### config.mk
export PLATFORM = sky130hd
export DESIGN_NAME = ct_ifu_btb_tag_ctrl_flat
export DESIGN_NICKNAME = d
export VERILOG_FILES = /design/src/rtl/ct_ifu_btb_tag_ctrl_if.sv /design/src/rtl/ct_ifu_btb_tag_ctrl.sv /design/src/flat_wrapper.sv
export SDC_FILE = /design/constraint.sdc
export NUM_CORES = 1
export LEC_CHECK = 0
export ABC_AREA = 1
export BUFFER_PORTS_ARGS = -buffer_cell sky130_fd_sc_hd__buf_2
export CORE_MARGIN = 2
export CORE_UTILIZATION = 36
export DETAILED_ROUTE_END_ITERATION = 16
export SYNTH_ARGS = -nofsm -noshare
export SYNTH_HDL_FRONTEND = slang
export SYNTH_SLANG_ARGS = --single-unit
### constraint.sdc
create_clock -name forever_cpuclk -period 4.6 [get_ports forever_cpuclk]
set_clock_uncertainty 0.2 [all_clocks]
set_input_delay 0.92 -clock forever_cpuclk [delete_from_list [all_inputs] [get_ports forever_cpuclk]]
set_output_delay 0.92 -clock forever_cpuclk [all_outputs]
set_load 0.05 [all_outputs]
### src/rtl/ct_ifu_btb_tag_ctrl_if.sv
// Bundle of the signals the BTB tag access controller shares with its
// requesters (IF lookup, BJU update, invalidate) and with the tag array.
// master = the surrounding pipeline / array side, slave = the controller.
interface ct_ifu_btb_tag_ctrl_if;
  // IF-stage lookup
  logic        ifctrl_btb_rd_vld;
  logic [9:0]  ifctrl_btb_rd_index;
  logic        btb_rd_stall;
  logic        btb_tag_rd_vld;
  // branch-resolution update
  logic        bju_btb_upd_vld;
  logic [9:0]  bju_btb_upd_index;
  logic [1:0]  bju_btb_upd_way;
  logic [10:0] bju_btb_upd_tag;
  logic        btb_upd_full;
  // invalidate sweep
  logic        ifctrl_btb_inv;
  logic        btb_inv_busy;
  // tag array pins
  logic [9:0]  btb_index;
  logic        btb_tag_cen_b;
  logic [3:0]  btb_tag_wen;
  logic [21:0] btb_tag_din;
  logic        btb_tag_clk_en;

  modport master (
    output ifctrl_btb_rd_vld, ifctrl_btb_rd_index,
    output bju_btb_upd_vld, bju_btb_upd_index, bju_btb_upd_way, bju_btb_upd_tag,
    output ifctrl_btb_inv,
    input  btb_rd_stall, btb_tag_rd_vld, btb_upd_full, btb_inv_busy,
    input  btb_index, btb_tag_cen_b, btb_tag_wen, btb_tag_din, btb_tag_clk_en
  );

  modport slave (
    input  ifctrl_btb_rd_vld, ifctrl_btb_rd_index,
    input  bju_btb_upd_vld, bju_btb_upd_index, bju_btb_upd_way, bju_btb_upd_tag,
    input  ifctrl_btb_inv,
    output btb_rd_stall, btb_tag_rd_vld, btb_upd_full, btb_inv_busy,
    output btb_index, btb_tag_cen_b, btb_tag_wen, btb_tag_din, btb_tag_clk_en
  );
endinterface

### src/rtl/ct_ifu_btb_tag_ctrl.sv
// BTB tag array access controller.
// One array access per cycle, chosen with priority sweep > starved update >
// lookup > queued update. Updates wait in a small FIFO so lookups normally
// proceed unhindered; an update that has waited STARVE_MAX lookup cycles is
// forced through. An invalidate request first drains the FIFO, then writes
// zero to every way of indices 0..SWEEP_NUM-1.
module ct_ifu_btb_tag_ctrl #(
  parameter int UPD_DEPTH  = 2,
  parameter int STARVE_MAX = 4,
  parameter int SWEEP_NUM  = 512
) (
  input logic                  forever_cpuclk,
  input logic                  cpurst,
  ct_ifu_btb_tag_ctrl_if.slave bus
);

  localparam int PW  = (UPD_DEPTH > 1) ? $clog2(UPD_DEPTH) : 1;
  localparam int CW  = PW + 1;
  localparam int SW  = (SWEEP_NUM > 1) ? $clog2(SWEEP_NUM) : 1;
  localparam int STW = $clog2(STARVE_MAX + 1);

  localparam logic [CW-1:0]  DEPTH_C      = CW'(UPD_DEPTH);
  localparam logic [STW-1:0] STARVE_MAX_C = STW'(STARVE_MAX);
  localparam logic [SW-1:0]  SWEEP_LAST_C = SW'(SWEEP_NUM - 1);

  typedef enum logic [1:0] {
    ST_IDLE  = 2'd0,
    ST_DRAIN = 2'd1,
    ST_SWEEP = 2'd2
  } state_t;

  typedef enum logic [2:0] {
    GNT_NONE  = 3'd0,
    GNT_READ  = 3'd1,
    GNT_WRITE = 3'd2,
    GNT_FORCE = 3'd3,
    GNT_SWEEP = 3'd4
  } grant_t;

  typedef struct packed {
    logic [9:0]  index;
    logic [1:0]  way;
    logic [10:0] tag;
  } upd_t;

  // state
  state_t          state_q, state_d;
  logic [SW-1:0]   sweep_cnt_q, sweep_cnt_d;
  logic            busy_q, busy_d;
  upd_t            fifo_mem_q [UPD_DEPTH];
  upd_t            fifo_mem_d [UPD_DEPTH];
  logic [PW-1:0]   wr_ptr_q, wr_ptr_d;
  logic [PW-1:0]   rd_ptr_q, rd_ptr_d;
  logic [CW-1:0]   count_q, count_d;
  logic            full_q, full_d;
  logic [STW-1:0]  starve_q, starve_d;
  logic [9:0]      index_q, index_d;
  logic [21:0]     din_q, din_d;
  logic            rd_vld_q, rd_vld_d;

  // combinational helpers
  grant_t          grant;
  logic            fifo_empty;
  logic            fifo_full;
  logic            push;
  logic            pop;
  upd_t            head;
  upd_t            new_entry;
  logic [9:0]      sweep_index;

  assign fifo_empty  = (count_q == '0);
  assign fifo_full   = (count_q == DEPTH_C);
  assign head        = fifo_mem_q[rd_ptr_q];
  assign new_entry   = '{index: bus.bju_btb_upd_index,
                         way:   bus.bju_btb_upd_way,
                         tag:   bus.bju_btb_upd_tag};
  assign sweep_index = {1'b0, 9'(sweep_cnt_q)};

  // Pick the single array access for this cycle; nothing is granted while in reset
  always_comb begin
    grant = GNT_NONE;
    if (!cpurst) begin
      if (state_q == ST_SWEEP) begin
        grant = GNT_SWEEP;
      end else if ((starve_q == STARVE_MAX_C) && !fifo_empty) begin
        grant = GNT_FORCE;
      end else if (bus.ifctrl_btb_rd_vld) begin
        grant = GNT_READ;
      end else if (!fifo_empty) begin
        grant = GNT_WRITE;
      end
    end
  end

  assign pop  = (grant == GNT_WRITE) || (grant == GNT_FORCE);
  // A full FIFO still accepts an update in a cycle that frees the head slot
  assign push = bus.bju_btb_upd_vld && !cpurst && !busy_q && (!fifo_full || pop);

  // Drive the array pins from the grant; address and data park on their last value when idle
  always_comb begin
    bus.btb_tag_cen_b  = 1'b1;
    bus.btb_tag_wen    = 4'hF;
    bus.btb_tag_clk_en = 1'b0;
    bus.btb_index      = index_q;
    bus.btb_tag_din    = din_q;
    case (grant)
      GNT_READ: begin
        bus.btb_tag_cen_b  = 1'b0;
        bus.btb_tag_clk_en = 1'b1;
        bus.btb_index      = bus.ifctrl_btb_rd_index;
      end
      GNT_WRITE, GNT_FORCE: begin
        bus.btb_tag_cen_b  = 1'b0;
        bus.btb_tag_clk_en = 1'b1;
        bus.btb_index      = head.index;
        bus.btb_tag_wen    = ~(4'b0001 << head.way);
        bus.btb_tag_din    = {head.tag, head.tag};
      end
      GNT_SWEEP: begin
        bus.btb_tag_cen_b  = 1'b0;
        bus.btb_tag_clk_en = 1'b1;
        bus.btb_index      = sweep_index;
        bus.btb_tag_wen    = 4'h0;
        bus.btb_tag_din    = '0;
      end
      default: ;
    endcase
  end

  assign bus.btb_rd_stall   = bus.ifctrl_btb_rd_vld && !cpurst && (grant != GNT_READ);
  assign bus.btb_tag_rd_vld = rd_vld_q;
  assign bus.btb_upd_full   = full_q;
  assign bus.btb_inv_busy   = busy_q;

  // Update FIFO bookkeeping: storage write, pointer advance and occupancy
  always_comb begin
    fifo_mem_d = fifo_mem_q;
    if (push) begin
      fifo_mem_d[wr_ptr_q] = new_entry;
    end
    wr_ptr_d = wr_ptr_q + PW'(push);
    rd_ptr_d = rd_ptr_q + PW'(pop);
    count_d  = count_q + CW'(push) - CW'(pop);
  end

  // Starvation counter counts lookups that overtook a waiting update
  always_comb begin
    starve_d = starve_q;
    if (fifo_empty || pop) begin
      starve_d = '0;
    end else if ((grant == GNT_READ) && (starve_q != STARVE_MAX_C)) begin
      starve_d = starve_q + STW'(1);
    end
  end

  // Invalidate sequencing: drain queued updates, then walk the array
  always_comb begin
    state_d     = state_q;
    sweep_cnt_d = sweep_cnt_q;
    case (state_q)
      ST_IDLE: begin
        if (bus.ifctrl_btb_inv) begin
          state_d     = ST_DRAIN;
          sweep_cnt_d = '0;
        end
      end
      ST_DRAIN: begin
        if (fifo_empty) begin
          state_d = ST_SWEEP;
        end
      end
      ST_SWEEP: begin
        if (sweep_cnt_q == SWEEP_LAST_C) begin
          state_d     = ST_IDLE;
          sweep_cnt_d = '0;
        end else begin
          sweep_cnt_d = sweep_cnt_q + SW'(1);
        end
      end
      default: begin
        state_d     = ST_IDLE;
        sweep_cnt_d = '0;
      end
    endcase
  end

  // Next values of the registered status outputs and parked array pins
  always_comb begin
    busy_d   = (state_d != ST_IDLE);
    full_d   = (count_d == DEPTH_C) || busy_d;
    rd_vld_d = (grant == GNT_READ);
    index_d  = bus.btb_index;
    din_d    = bus.btb_tag_din;
  end

  // All state registers; reset abandons any sweep and discards queued updates
  always_ff @(posedge forever_cpuclk) begin
    if (cpurst) begin
      state_q     <= ST_IDLE;
      sweep_cnt_q <= '0;
      busy_q      <= 1'b0;
      fifo_mem_q  <= '{default: '0};
      wr_ptr_q    <= '0;
      rd_ptr_q    <= '0;
      count_q     <= '0;
      full_q      <= 1'b0;
      starve_q    <= '0;
      index_q     <= '0;
      din_q       <= '0;
      rd_vld_q    <= 1'b0;
    end else begin
      state_q     <= state_d;
      sweep_cnt_q <= sweep_cnt_d;
      busy_q      <= busy_d;
      fifo_mem_q  <= fifo_mem_d;
      wr_ptr_q    <= wr_ptr_d;
      rd_ptr_q    <= rd_ptr_d;
      count_q     <= count_d;
      full_q      <= full_d;
      starve_q    <= starve_d;
      index_q     <= index_d;
      din_q       <= din_d;
      rd_vld_q    <= rd_vld_d;
    end
  end

endmodule
### src/flat_wrapper.sv
// flat-port wrapper written by rule: the top's interface ports become plain ports
module ct_ifu_btb_tag_ctrl_flat 
#(
  parameter int UPD_DEPTH  = 2,
  parameter int STARVE_MAX = 4,
  parameter int SWEEP_NUM  = 512
)
  (forever_cpuclk, cpurst, bus_ifctrl_btb_rd_vld, bus_ifctrl_btb_rd_index, bus_bju_btb_upd_vld, bus_bju_btb_upd_index, bus_bju_btb_upd_way, bus_bju_btb_upd_tag, bus_ifctrl_btb_inv, bus_btb_rd_stall, bus_btb_tag_rd_vld, bus_btb_upd_full, bus_btb_inv_busy, bus_btb_index, bus_btb_tag_cen_b, bus_btb_tag_wen, bus_btb_tag_din, bus_btb_tag_clk_en);
  ct_ifu_btb_tag_ctrl_if bus_i ();
  input logic forever_cpuclk;
  input logic cpurst;
  input wire logic [$bits(bus_i.ifctrl_btb_rd_vld)-1:0] bus_ifctrl_btb_rd_vld;
  input wire logic [$bits(bus_i.ifctrl_btb_rd_index)-1:0] bus_ifctrl_btb_rd_index;
  input wire logic [$bits(bus_i.bju_btb_upd_vld)-1:0] bus_bju_btb_upd_vld;
  input wire logic [$bits(bus_i.bju_btb_upd_index)-1:0] bus_bju_btb_upd_index;
  input wire logic [$bits(bus_i.bju_btb_upd_way)-1:0] bus_bju_btb_upd_way;
  input wire logic [$bits(bus_i.bju_btb_upd_tag)-1:0] bus_bju_btb_upd_tag;
  input wire logic [$bits(bus_i.ifctrl_btb_inv)-1:0] bus_ifctrl_btb_inv;
  output wire logic [$bits(bus_i.btb_rd_stall)-1:0] bus_btb_rd_stall;
  output wire logic [$bits(bus_i.btb_tag_rd_vld)-1:0] bus_btb_tag_rd_vld;
  output wire logic [$bits(bus_i.btb_upd_full)-1:0] bus_btb_upd_full;
  output wire logic [$bits(bus_i.btb_inv_busy)-1:0] bus_btb_inv_busy;
  output wire logic [$bits(bus_i.btb_index)-1:0] bus_btb_index;
  output wire logic [$bits(bus_i.btb_tag_cen_b)-1:0] bus_btb_tag_cen_b;
  output wire logic [$bits(bus_i.btb_tag_wen)-1:0] bus_btb_tag_wen;
  output wire logic [$bits(bus_i.btb_tag_din)-1:0] bus_btb_tag_din;
  output wire logic [$bits(bus_i.btb_tag_clk_en)-1:0] bus_btb_tag_clk_en;
  assign bus_i.ifctrl_btb_rd_vld = bus_ifctrl_btb_rd_vld;
  assign bus_i.ifctrl_btb_rd_index = bus_ifctrl_btb_rd_index;
  assign bus_i.bju_btb_upd_vld = bus_bju_btb_upd_vld;
  assign bus_i.bju_btb_upd_index = bus_bju_btb_upd_index;
  assign bus_i.bju_btb_upd_way = bus_bju_btb_upd_way;
  assign bus_i.bju_btb_upd_tag = bus_bju_btb_upd_tag;
  assign bus_i.ifctrl_btb_inv = bus_ifctrl_btb_inv;
  assign bus_btb_rd_stall = bus_i.btb_rd_stall;
  assign bus_btb_tag_rd_vld = bus_i.btb_tag_rd_vld;
  assign bus_btb_upd_full = bus_i.btb_upd_full;
  assign bus_btb_inv_busy = bus_i.btb_inv_busy;
  assign bus_btb_index = bus_i.btb_index;
  assign bus_btb_tag_cen_b = bus_i.btb_tag_cen_b;
  assign bus_btb_tag_wen = bus_i.btb_tag_wen;
  assign bus_btb_tag_din = bus_i.btb_tag_din;
  assign bus_btb_tag_clk_en = bus_i.btb_tag_clk_en;
  ct_ifu_btb_tag_ctrl #(.UPD_DEPTH(UPD_DEPTH), .STARVE_MAX(STARVE_MAX), .SWEEP_NUM(SWEEP_NUM)) u_core (.forever_cpuclk(forever_cpuclk), .cpurst(cpurst), .bus(bus_i));
endmodule
# After elaboration in Yosys (flattened, before gate mapping)
# Index checks and enable logic that the tools add are counted.
dict set report totals {
  register_bits 99
  input_bits 38
  output_inout_bits 42
  elab_cells 90
}
dict set report op_classes {
  add_sub_neg 6
  n_lt_le_gt_ge 3
  eq_ne 13
  n_shift 1
  n_mux 23
  n_bitwise 4
  reduce_logical 23
}
# operator n
set ops {}
lappend ops {{23-bit two-way mux} 4}
lappend ops {{46-bit bitwise mux} 1}
lappend ops {{22-bit one-hot mux with 2 select lines} 1}
lappend ops {{10-bit one-hot mux with 3 select lines} 1}
lappend ops {{9-bit one-hot mux with 3 select lines} 1}
lappend ops {{23-bit demux with 1-bit select} 1}
lappend ops {{9-bit two-way mux} 2}
lappend ops {{3-bit two-way mux} 4}
lappend ops {{9-bit by 1-bit adder with 9-bit output (second input constant)} 1}
lappend ops {{9-bit equality test (second input constant)} 1}
lappend ops {{1-bit logical AND} 8}
lappend ops {{2-bit two-way mux} 4}
lappend ops {{4-bit one-hot mux with 2 select lines} 1}
lappend ops {{2-bit equality test (second input constant)} 3}
lappend ops {{3-bit by 2-bit equality test with 1-bit output (second input constant)} 2}
lappend ops {{3-bit equality test (second input constant)} 2}
lappend ops {{2-bit one-hot mux with 3 select lines} 1}
lappend ops {{2-bit greater-or-equal comparator (second input constant)} 2}
lappend ops {{1-bit logical NOT} 4}
lappend ops {{2-bit logical NOT} 2}
lappend ops {{1-bit logical OR} 4}
lappend ops {{1-bit inverter with 2-bit output} 2}
lappend ops {{4-bit inverter} 1}
lappend ops {{2-bit OR reduction} 2}
lappend ops {{16 further kinds} 18}

# Depth between registers and ports, before layout
# Gate-level depths: netlist (run 1).
dict set report logic_depth {
  depth_word 14
  mapped_depth 14
  ltp_nobuf 13
}

# Least setup slack after synthesis (run 1)
# OpenSTA, ideal clock, no wires.
dict set report synth_path {
  path_kind {input port to output port}
  from {input cpurst}
  to {output bus_btb_rd_stall}
  arrival_ps 2333
  required_ps 3480
  slack_ps 1147
  stages 5
  path_buffers 1
  path_cell_list {inv_2 > nand2_2 > nor3_4 > buf_6 > nor3_1}
}
dict set report synth_between {
  elab_chain_len 3
  word_cells_on_any_way 5
  classes_between {1 x eq/ne; 1 x mux; 3 x reduce/logical}
}
# element line_no
set synth_lines {}
lappend synth_lines {{start: declaration} flat_wrapper.sv:11} ;# input logic cpurst;
lappend synth_lines {{3-bit two-way mux or 1-bit logical NOT (tied branches)} n/a}
lappend synth_lines {{3-bit by 1-bit inequality test with 1-bit output or 1-bit logical AND (tied branches)} ct_ifu_btb_tag_ctrl.sv:130} ;# assign bus.btb_rd_stall = bus.ifctrl_btb_rd_vld && !cpurst && (grant != GNT_READ);
lappend synth_lines {{1-bit logical AND (*)} ct_ifu_btb_tag_ctrl.sv:130}
lappend synth_lines {{end: declaration} flat_wrapper.sv:19} ;# output wire logic [$bits(bus_i.btb_rd_stall)-1:0] bus_btb_rd_stall;
# Mark *: on every way between the ends. The rest lies on a longest branch, timed or not.

# Worst setup path after layout (run 1)
dict set report layout_path {
  from {input cpurst}
  to {output bus_btb_index[4]}
}
dict set report layout_between {
  elab_chain_len 4
  word_cells_on_any_way 7
  classes_between {4 x eq/ne; 2 x mux; 1 x reduce/logical}
}
# element line_no
set layout_lines {}
lappend layout_lines {{3-bit two-way mux (*)} ct_ifu_btb_tag_ctrl.sv:82} ;# if (!cpurst) begin
lappend layout_lines {{3-bit by 2-bit equality test with 1-bit output} ct_ifu_btb_tag_ctrl.sv:106} ;# case (grant)
lappend layout_lines {{2-bit OR reduction} n/a}
lappend layout_lines {{10-bit one-hot mux with 3 select lines (*)} ct_ifu_btb_tag_ctrl.sv:106}
lappend layout_lines {{end: declaration} flat_wrapper.sv:23} ;# output wire logic [$bits(bus_i.btb_index)-1:0] bus_btb_index;
# Marked as above.

==> flow_summary.json, run 1 <==
{
  "status": "complete, no violations",
  "cts_root_buf": "sky130_fd_sc_hd__clkbuf_16",
  "die_w_um": 113,
  "cp_slowest_cell": "sky130_fd_sc_hd__nor2_2",
  "number_of_global_route_vias_before_repair": 3761,
  "drtAntennaViolNets": 0,
  "dp_hpwl_um": 7600,
  "period_minus_slack_ns": 4.09,
  "remaining_routing_drc_violations": 0,
  "groute.usage.overall_pct": 17.6,
  "hold_path.class": "flip-flop to flip-flop",
  "ys.warnings.count": 0,
  "setup_ws_ns": 0.514,
  "placement_rows": 39,
  "critPathCaptureType": "output port",
  "clock_latency_ns": 0.33,
  "grt_overflow_total": 0,
  "cp_cell_sequence": "buf_2 > inv_2 > nand2_2 > nor2_2 > nand2_1 > o21ai_0 > a21oi_2 > nand2_1 > buf_2",
  "holdBufCountCts": 0,
  "ys_types": 31,
  "whs_ns": 0.267,
  "fmax_mhz": 245,
  "core_area_mm2": 0.0115,
  "fin_nets": 718,
  "clkPwrFrac_pct": 38.7,
  "report.final.setup_viol": 0,
  "pre_cts_ws_ns": 0.523,
  "maxSlewHeadroom_pct": 40.0,
  "synth_sequential_area_ratio_pct": 46.1,
  "cts_resized": 0,
  "layout_commonest_cell": "sky130_fd_sc_hd__nand2_1",
  "grt_first_pass_wirelength_um": 18000,
  "total_clock_buffers_created_by_cts": 9,
  "seq_power_share_pct": 43.6,
  "total_negative_setup_slack_ns": 0,
  "synthesis.instances": 606,
  "post_cts_setup_buffer_count": 0,
  "finalMaxSlewViolations": 0,
  "port-buffer-count": 79,
  "antenna_found_initial": 0,
  "p_per_area_mw_per_mm2": 421,
  "synth.net_count": 650,
  "die_area_mm2": 0.0128,
  "rsz0062_at_grt": "false",
  "avgSynthCellArea_um2": 7.10,
  "synth.ff_latch_count": 99,
  "synthesis.area_mm2": 0.00430,
  "peakVddDrop_mv": 0.194,
  "layout.cells.non_filler": 822,
  "tightestPinTransition_ns": 0.898,
  "design.portCount": 80,
  "area_delta_synth_final_pct": 18.6,
  "htree_num_levels": 3,
  "fill_cells": 1198,
  "drtIter0Drc": 358,
  "post_route_cells_drive_above_1_share_pct": 18.7,
  "internal_power_mw": 1.53,
  "dr.pass1.iters": 4,
  "start_util_pct": 37.4,
  "p_switching_uw": 617,
  "vias_per_instance": 4.84,
  "static-leakage-power_nw": 2.53,
  "crit_required_ns": 3.48,
  "dp.cells": 806,
  "timing.final.hold_violations": 0,
  "maxCapViolCount": 0,
  "layout_worst_path_cycle_share_pct": 88.8,
  "antenna_cells": 0,
  "postRouteWirelength_um": 10900,
  "die_h_um": 113,
  "combPwrFrac_pct": 17.7,
  "tritoncts": "yes",
  "wire_per_inst_um": 13.3,
  "kind_of_critical_path": "input port to output port",
  "clock_sink_count": 99,
  "place.gp.congestion": 0.787,
  "switch_share_pct": 28.7,
  "crit_fanout": 42,
  "grt_start_max_net_pins": 52,
  "worst_path_largest_cell_delay_ns": 0.71,
  "top_library_cells_by_usage_in_the_layout_fill_and_taps_aside": "182 x sky130_fd_sc_hd__nand2_1, 105 x sky130_fd_sc_hd__nor2_1, 99 x sky130_fd_sc_hd__dfxtp_1",
  "arrival_worst_endpoint_ns": 2.97,
  "vias": 3977,
  "utilization_pct": 44.3,
  "clock_pin_slew_on_the_worst_setup_and_hold_paths_ns": 0.06,
  "ctsLongestPathBuffers": 2,
  "start_kind": "input port"
}
==> synth_stat cells <==
library cell	count	area, um^2
sky130_fd_sc_hd__a211oi_1	1	7.51
sky130_fd_sc_hd__nor3b_1	2	15.0
sky130_fd_sc_hd__inv_1	30	113
sky130_fd_sc_hd__clkbuf_1	17	63.8
sky130_fd_sc_hd__nor2_4	3	33.8
sky130_fd_sc_hd__o31ai_1	1	7.51
sky130_fd_sc_hd__nand3_4	1	17.5
sky130_fd_sc_hd__a21oi_1	43	215
sky130_fd_sc_hd__nand2_4	3	33.8
sky130_fd_sc_hd__a32o_1	1	10.0
sky130_fd_sc_hd__nor2_1	105	394
sky130_fd_sc_hd__nand2_1	182	683
sky130_fd_sc_hd__buf_6	5	56.3
sky130_fd_sc_hd__nand4_1	1	6.26
sky130_fd_sc_hd__nand2_2	3	18.8
sky130_fd_sc_hd__nor3_1	5	25.0
sky130_fd_sc_hd__a21oi_2	8	70.1
sky130_fd_sc_hd__nor3_4	1	16.3
sky130_fd_sc_hd__dfxtp_1	99	1980
sky130_fd_sc_hd__or2_2	2	12.5
sky130_fd_sc_hd__o21ai_0	44	220
sky130_fd_sc_hd__buf_2	3	15.0
sky130_fd_sc_hd__nand3_1	7	35.0
sky130_fd_sc_hd__inv_2	4	15.0
sky130_fd_sc_hd__o21ai_1	21	105
sky130_fd_sc_hd__a31oi_1	1	6.26
sky130_fd_sc_hd__nor2_2	3	18.8
sky130_fd_sc_hd__and3_1	1	6.26
sky130_fd_sc_hd__buf_4	2	15.0
sky130_fd_sc_hd__xnor2_1	1	8.76
sky130_fd_sc_hd__ha_1	6	75.1
==> layer usage <==
metal / vias up / global-route usage, % / wire length, um
li1: 2066 / - / -
met1: 1805 / 24.1 / 5200
met2: 102 / 27.8 / 5090
met3: 4 / 3.75 / 565
met4: 0 / 5.20 / 97
met5: - / 0 / 0
==> area by class of cell <==
type	instances	area [um^2]	share of cell area, %
clock buffers	13	270	5.30
clock inverters	3	68.8	1.35
multi-input cells	446	2040	40.0
inverters	34	128	2.50
flip-flops and latches	99	1980	38.8
repair buffers	84	433	8.48
well taps	143	179	3.51
==> worst paths after layout <==
check	start	endpoint	slack [ns]	cells past startpoint
worst max-delay path	cpurst	bus_btb_index[4]	0.51	9
worst min-delay path	u_core.din_q[0]	u_core.din_q[0]	0.27	2
worst max register to register	u_core.starve_q[0]	u_core.bus.btb_upd_full	1.90	13
worst min register to register	u_core.din_q[0]	u_core.din_q[0]	0.27	2
==> sequential cells by signal (all words and copies together), names as in the netlist <==
signal / count
u_core.wr_ptr_q: 1
u_core.din_q: 22
u_core.fifo_mem_q: 46
u_core.count_q: 2
u_core.state_q: 2
u_core.bus.btb_tag_rd_vld: 1
u_core.sweep_cnt_q: 9
u_core.bus.btb_upd_full: 1
u_core.bus.btb_inv_busy: 1
u_core.index_q: 10
u_core.starve_q: 3
u_core.rd_ptr_q: 1
==> critical path: cells and delay by family <==
kind	cells	cell delay, ns
AO/OA/AOI/OAI	2	0.24
buffers and inverters	3	0.75
AND/OR/NAND/NOR	4	1.03
==> metrics by stage <==
stage / instance area (um^2) / total power, mW
2_1_floorplan: 4300 / 1.24
3_3_place_gp: 4760 / 1.33
3_5_place_dp: 4760 / 1.34
4_1_cts: 5100 / 2.17
5_1_grt: 5100 / 2.26
6_report: 5100 / 2.15
==> power groups by stage <==
stage	registers (mW)	logic (mW)	clock network [mW]
CTS	0.936	0.383	0.852
global placement	0.953	0.378	0
finish	0.936	0.380	0.831
floorplan	0.967	0.268	0
global route	0.941	0.422	0.893
detailed placement	0.955	0.382	0
==> cell families (layout without fill, tap and decap cells) <==
group                    Yosys count  after routing  share of synthesized area [%]
AND/OR/NAND/NOR                  319            319                           30.6
AO/OA/AOI/OAI                    120            120                           14.9
flip-flops                        99             99                           46.1
buffers and inverters             61            134                           6.46
adder cells (fa/ha/maj)            6              6                           1.75
XOR/XNOR                           1              1                          0.204
Power figures use the tool's default switching activity.
==> run 2: changes to the inputs <==
Settings changed: RECOVER_POWER set to 100, TNS_END_PERCENT set to 10.
==> flow_summary.json, run 2 (synthesized netlist as in run 1, its figures left out) <==
{
  "status": "complete, but fails checks",
  "failing_checks": "capacitance limit",
  "design.portCount": 80,
  "antenna_found_initial": 0,
  "crit_required_ns": 3.48,
  "largestRegisters": "u_core.fifo_mem_q x46, u_core.din_q x22, u_core.index_q x10",
  "static-leakage-power_nw": 2.49,
  "total_clock_buffers_created_by_cts": 9,
  "tightestPinTransition_ns": 1.49,
  "maxSlewHeadroom_pct": 0.0147,
  "grt_first_pass_wirelength_um": 18000,
  "start_kind": "input port",
  "die_area_mm2": 0.0128,
  "finalMaxSlewViolations": 0,
  "remaining_routing_drc_violations": 0,
  "report.final.setup_viol": 0,
  "area_delta_synth_final_pct": 17.8,
  "ctsLongestPathBuffers": 2,
  "tritoncts": "yes",
  "post_cts_setup_buffer_count": 0,
  "top_register": "u_core.fifo_mem_q",
  "grt_overflow_total": 0,
  "layout_worst_path_cycle_share_pct": 91.9,
  "htree_num_levels": 3,
  "port-buffer-count": 79,
  "start_util_pct": 37.4,
  "total_negative_setup_slack_ns": 0,
  "fin_nets": 718,
  "kind_of_critical_path": "input port to output port",
  "clock_pin_slew_on_the_worst_setup_and_hold_paths_ns": 0.06,
  "vias_per_instance": 4.90,
  "drtAntennaViolNets": 0,
  "number_of_global_route_vias_before_repair": 3761,
  "antenna_cells": 0,
  "groute.usage.overall_pct": 17.6,
  "cts_root_buf": "sky130_fd_sc_hd__clkbuf_16",
  "core_area_mm2": 0.0115,
  "die_w_um": 113,
  "peakVddDrop_mv": 0.195,
  "timing.final.hold_violations": 0,
  "drtIter0Drc": 332,
  "dr.pass1.iters": 7,
  "maxCapViolCount": 1,
  "clock_latency_ns": 0.34,
  "fmax_mhz": 237,
  "rsz0062_at_grt": "false",
  "largest_register_ff_count": 46,
  "place.gp.congestion": 0.787,
  "wire_per_inst_um": 13.4,
  "clock_sink_count": 99,
  "arrival_worst_endpoint_ns": 3.11,
  "whs_ns": 0.268,
  "die_h_um": 113,
  "vias": 4029,
  "dp_hpwl_um": 7600,
  "layout_commonest_cell": "sky130_fd_sc_hd__nand2_1",
  "postRouteWirelength_um": 11000,
  "period_minus_slack_ns": 4.23,
  "grt_start_max_net_pins": 52,
  "top_library_cells_by_usage_in_the_layout_fill_and_taps_aside": "184 x sky130_fd_sc_hd__nand2_1, 106 x sky130_fd_sc_hd__nor2_1, 99 x sky130_fd_sc_hd__dfxtp_1",
  "crit_fanout": 42,
  "holdBufCountCts": 0,
  "hold_path.class": "flip-flop to flip-flop",
  "critPathCaptureType": "output port",
  "cts_resized": 0,
  "placement_rows": 39,
  "post_route_cells_drive_above_1_share_pct": 16.1,
  "p_per_area_mw_per_mm2": 423
}
[run 2: power by group]
part           total, mW  switching [mW]  internal, mW
Clock              0.833           0.311         0.522
Combinational      0.373           0.281        0.0927
Sequential         0.936          0.0263         0.910
Total               2.14           0.618          1.53
[run 2: per-stage QoR]
| step | utilization [%] | area, um^2 | setup WS, ns | power, mW | instances |
|---|---|---|---|---|---|
| 2_1_floorplan | - | 4300 | 1.15 | 1.24 | 606 |
| 3_5_place_dp | 41.4 | 4760 | 0.523 | 1.34 | 806 |
| 4_1_cts | 44.3 | 5100 | 0.517 | 2.17 | 822 |
| 5_1_grt | 44.0 | 5070 | 0.181 | 2.25 | 822 |
| 6_report | 44.0 | 5070 | 0.374 | 2.14 | 822 |
| 3_3_place_gp | 41.4 | 4760 | 0.494 | 1.33 | 806 |
[run 2: worst paths after layout]
path                                          from  depth (start not counted)                    end  slack [ns]
worst min register to register     u_core.din_q[0]                          2        u_core.din_q[0]        0.27
worst min-delay path               u_core.din_q[0]                          2        u_core.din_q[0]        0.27
worst max register to register  u_core.starve_q[0]                         10  u_core.fifo_mem_q[11]        1.72
worst max-delay path                        cpurst                          9       bus_btb_index[9]        0.37
[run 2: final cells by class]
cell class	count	area (um^2)
Sequential cell	99	1980
Inverter	34	128
Clock inverter	3	68.8
Fill cell	1208	6450
Timing Repair Buffer	84	417
Multi-Input combinational cell	446	2020
Tap cell	143	179
Clock buffer	13	270
[run 2: per-layer routing]
layer	part of all wire, %	global-route usage, %
met4	1.5	5.20
met2	45	27.8
met5	0	0
met1	48	24.1
met3	5.1	3.75
[run 2: critical path, stage by stage]
cell,delay (ns)
sky130_fd_sc_hd__buf_2,0.34
sky130_fd_sc_hd__inv_1,0.16
sky130_fd_sc_hd__nand2_1,0.14
sky130_fd_sc_hd__nor2_2,0.72
sky130_fd_sc_hd__nand2_1,0.11
sky130_fd_sc_hd__nand2_1,0.10
sky130_fd_sc_hd__inv_1,0.05
sky130_fd_sc_hd__nand2_1,0.06
sky130_fd_sc_hd__clkbuf_1,0.48
==> run 3: changes to the inputs <==
Settings changed: CTS_BUF_LIST set to sky130_fd_sc_hd__clkbuf_16.
==> flow_summary.json, run 3 (synthesized netlist as in run 1, its figures left out) <==
{
  "status": "complete, but fails checks",
  "failing_checks": "capacitance limit",
  "p_per_area_mw_per_mm2": 415,
  "grt_start_max_net_pins": 52,
  "grt_overflow_total": 0,
  "clock_pin_slew_on_the_worst_setup_and_hold_paths_ns": 0.06,
  "layout_commonest_cell": "sky130_fd_sc_hd__nand2_1",
  "crit_required_ns": 3.48,
  "period_minus_slack_ns": 4.22,
  "total_negative_setup_slack_ns": 0,
  "groute.usage.overall_pct": 17.6,
  "holdBufCountCts": 0,
  "dp_hpwl_um": 7600,
  "drtAntennaViolNets": 0,
  "die_w_um": 113,
  "dpl-instance-area_mm2": 0.00476,
  "finalMaxSlewViolations": 0,
  "total_clock_buffers_created_by_cts": 9,
  "dp.cells": 806,
  "area_delta_synth_final_pct": 17.1,
  "peakVddDrop_mv": 0.191,
  "largestRegisters": "u_core.fifo_mem_q x46, u_core.din_q x22, u_core.index_q x10",
  "place.gp.congestion": 0.787,
  "area.sequential_mm2": 0.00198,
  "grt_first_pass_wirelength_um": 18100,
  "dr.pass1.iters": 4,
  "design.portCount": 80,
  "port-buffer-count": 79,
  "kind_of_critical_path": "input port to output port",
  "number_of_global_route_vias_before_repair": 3753,
  "finish.instance_area_mm2": 0.00504,
  "hold_path.class": "flip-flop to flip-flop",
  "setup_ws_ns": 0.382,
  "placement_rows": 39,
  "crit_fanout": 42,
  "core_area_mm2": 0.0115,
  "wire_per_inst_um": 13.4,
  "static-leakage-power_nw": 2.48,
  "fmax_mhz": 237,
  "pre_cts_ws_ns": 0.523,
  "fill_cells": 1213,
  "layout.cells.non_filler": 822,
  "maxCapViolCount": 1,
  "ctsLongestPathBuffers": 2,
  "clock_sink_count": 99,
  "antenna_cells": 0,
  "top_library_cells_by_usage_in_the_layout_fill_and_taps_aside": "184 x sky130_fd_sc_hd__nand2_1, 106 x sky130_fd_sc_hd__nor2_1, 99 x sky130_fd_sc_hd__dfxtp_1",
  "rsz0062_at_grt": "false",
  "postRouteWirelength_um": 11000,
  "start_util_pct": 37.4,
  "vias_per_instance": 4.88,
  "post_cts_setup_buffer_count": 0,
  "maxSlewHeadroom_pct": 0.992,
  "die_h_um": 113,
  "die_area_mm2": 0.0128,
  "vias": 4013,
  "top_register": "u_core.fifo_mem_q",
  "critPathCaptureType": "output port",
  "multi_input_gate_area_in_the_final_layout_mm2": 0.00202,
  "post_route_cells_drive_above_1_share_pct": 15.6,
  "timing.final.hold_violations": 0,
  "cts_resized": 0,
  "largest_register_ff_count": 46,
  "remaining_routing_drc_violations": 0,
  "fin_nets": 718,
  "start_kind": "input port",
  "layout_worst_path_cycle_share_pct": 91.7,
  "report.final.setup_viol": 0,
  "clock_latency_ns": 0.34,
  "arrival_worst_endpoint_ns": 3.10,
  "drtIter0Drc": 311,
  "tritoncts": "yes",
  "htree_num_levels": 3,
  "tightestPinTransition_ns": 1.48,
  "antenna_found_initial": 0,
  "cts_root_buf": "sky130_fd_sc_hd__clkbuf_16"
}
run 3: cell count changes in the layout (fill, tap and decap cells not counted), sizes merged:
cell and delta:
clkbuf -4, inv +1, clkinv +3
run 3: final timing paths:
| check | start | to | slack (ns) | cells past startpoint |
|---|---|---|---|---|
| setup / recovery | cpurst | bus_btb_index[9] | 0.38 | 9 |
| hold reg to reg | u_core.din_q[0] | u_core.din_q[0] | 0.27 | 2 |
| hold / removal | u_core.din_q[0] | u_core.din_q[0] | 0.27 | 2 |
| setup reg to reg | u_core.starve_q[0] | u_core.fifo_mem_q[0] | 1.73 | 10 |
run 3: cell type report:
type	instances	area share [%]
clock inverters	7	1.66
repair buffers	84	8.27
flip-flops and latches	99	39.4
clock buffers	9	4.47
inverters	34	2.53
multi-input cells	446	40.1
well taps	143	3.55
run 3: worst max-delay path: stages:
cell,delay [ns]
sky130_fd_sc_hd__buf_2,0.34
sky130_fd_sc_hd__inv_1,0.17
sky130_fd_sc_hd__nand2_1,0.14
sky130_fd_sc_hd__nor2_2,0.71
sky130_fd_sc_hd__nand2_1,0.11
sky130_fd_sc_hd__nand2_1,0.10
sky130_fd_sc_hd__inv_1,0.05
sky130_fd_sc_hd__nand2_1,0.06
sky130_fd_sc_hd__clkbuf_1,0.48
run 3: metrics by stage:
stage                     util (%)  total power, mW  hold WS [ns]
final                         43.7             2.09         0.268
after floorplan                  -             1.24         0.246
after global placement        41.4             1.33         0.256
after detailed placement      41.4             1.34         0.261
after CTS                     44.0             2.12         0.272
after global routing          43.7             2.19         0.286
run 3: routing by layer:
layer	share of wire, %	GRT usage, %	routed length [um]	up-vias
met5	0	0	0	-
met4	1.4	4.96	159	0
met3	5.2	3.75	571	10
met2	46	27.8	5030	121
met1	48	24.3	5280	1819
li1	-	-	-	2063
run 3: where the power goes:
part | total, mW | internal [mW] | switching (mW)
clock network | 0.781 | 0.470 | 0.311
registers | 0.936 | 0.910 | 0.0259
logic | 0.374 | 0.0927 | 0.281
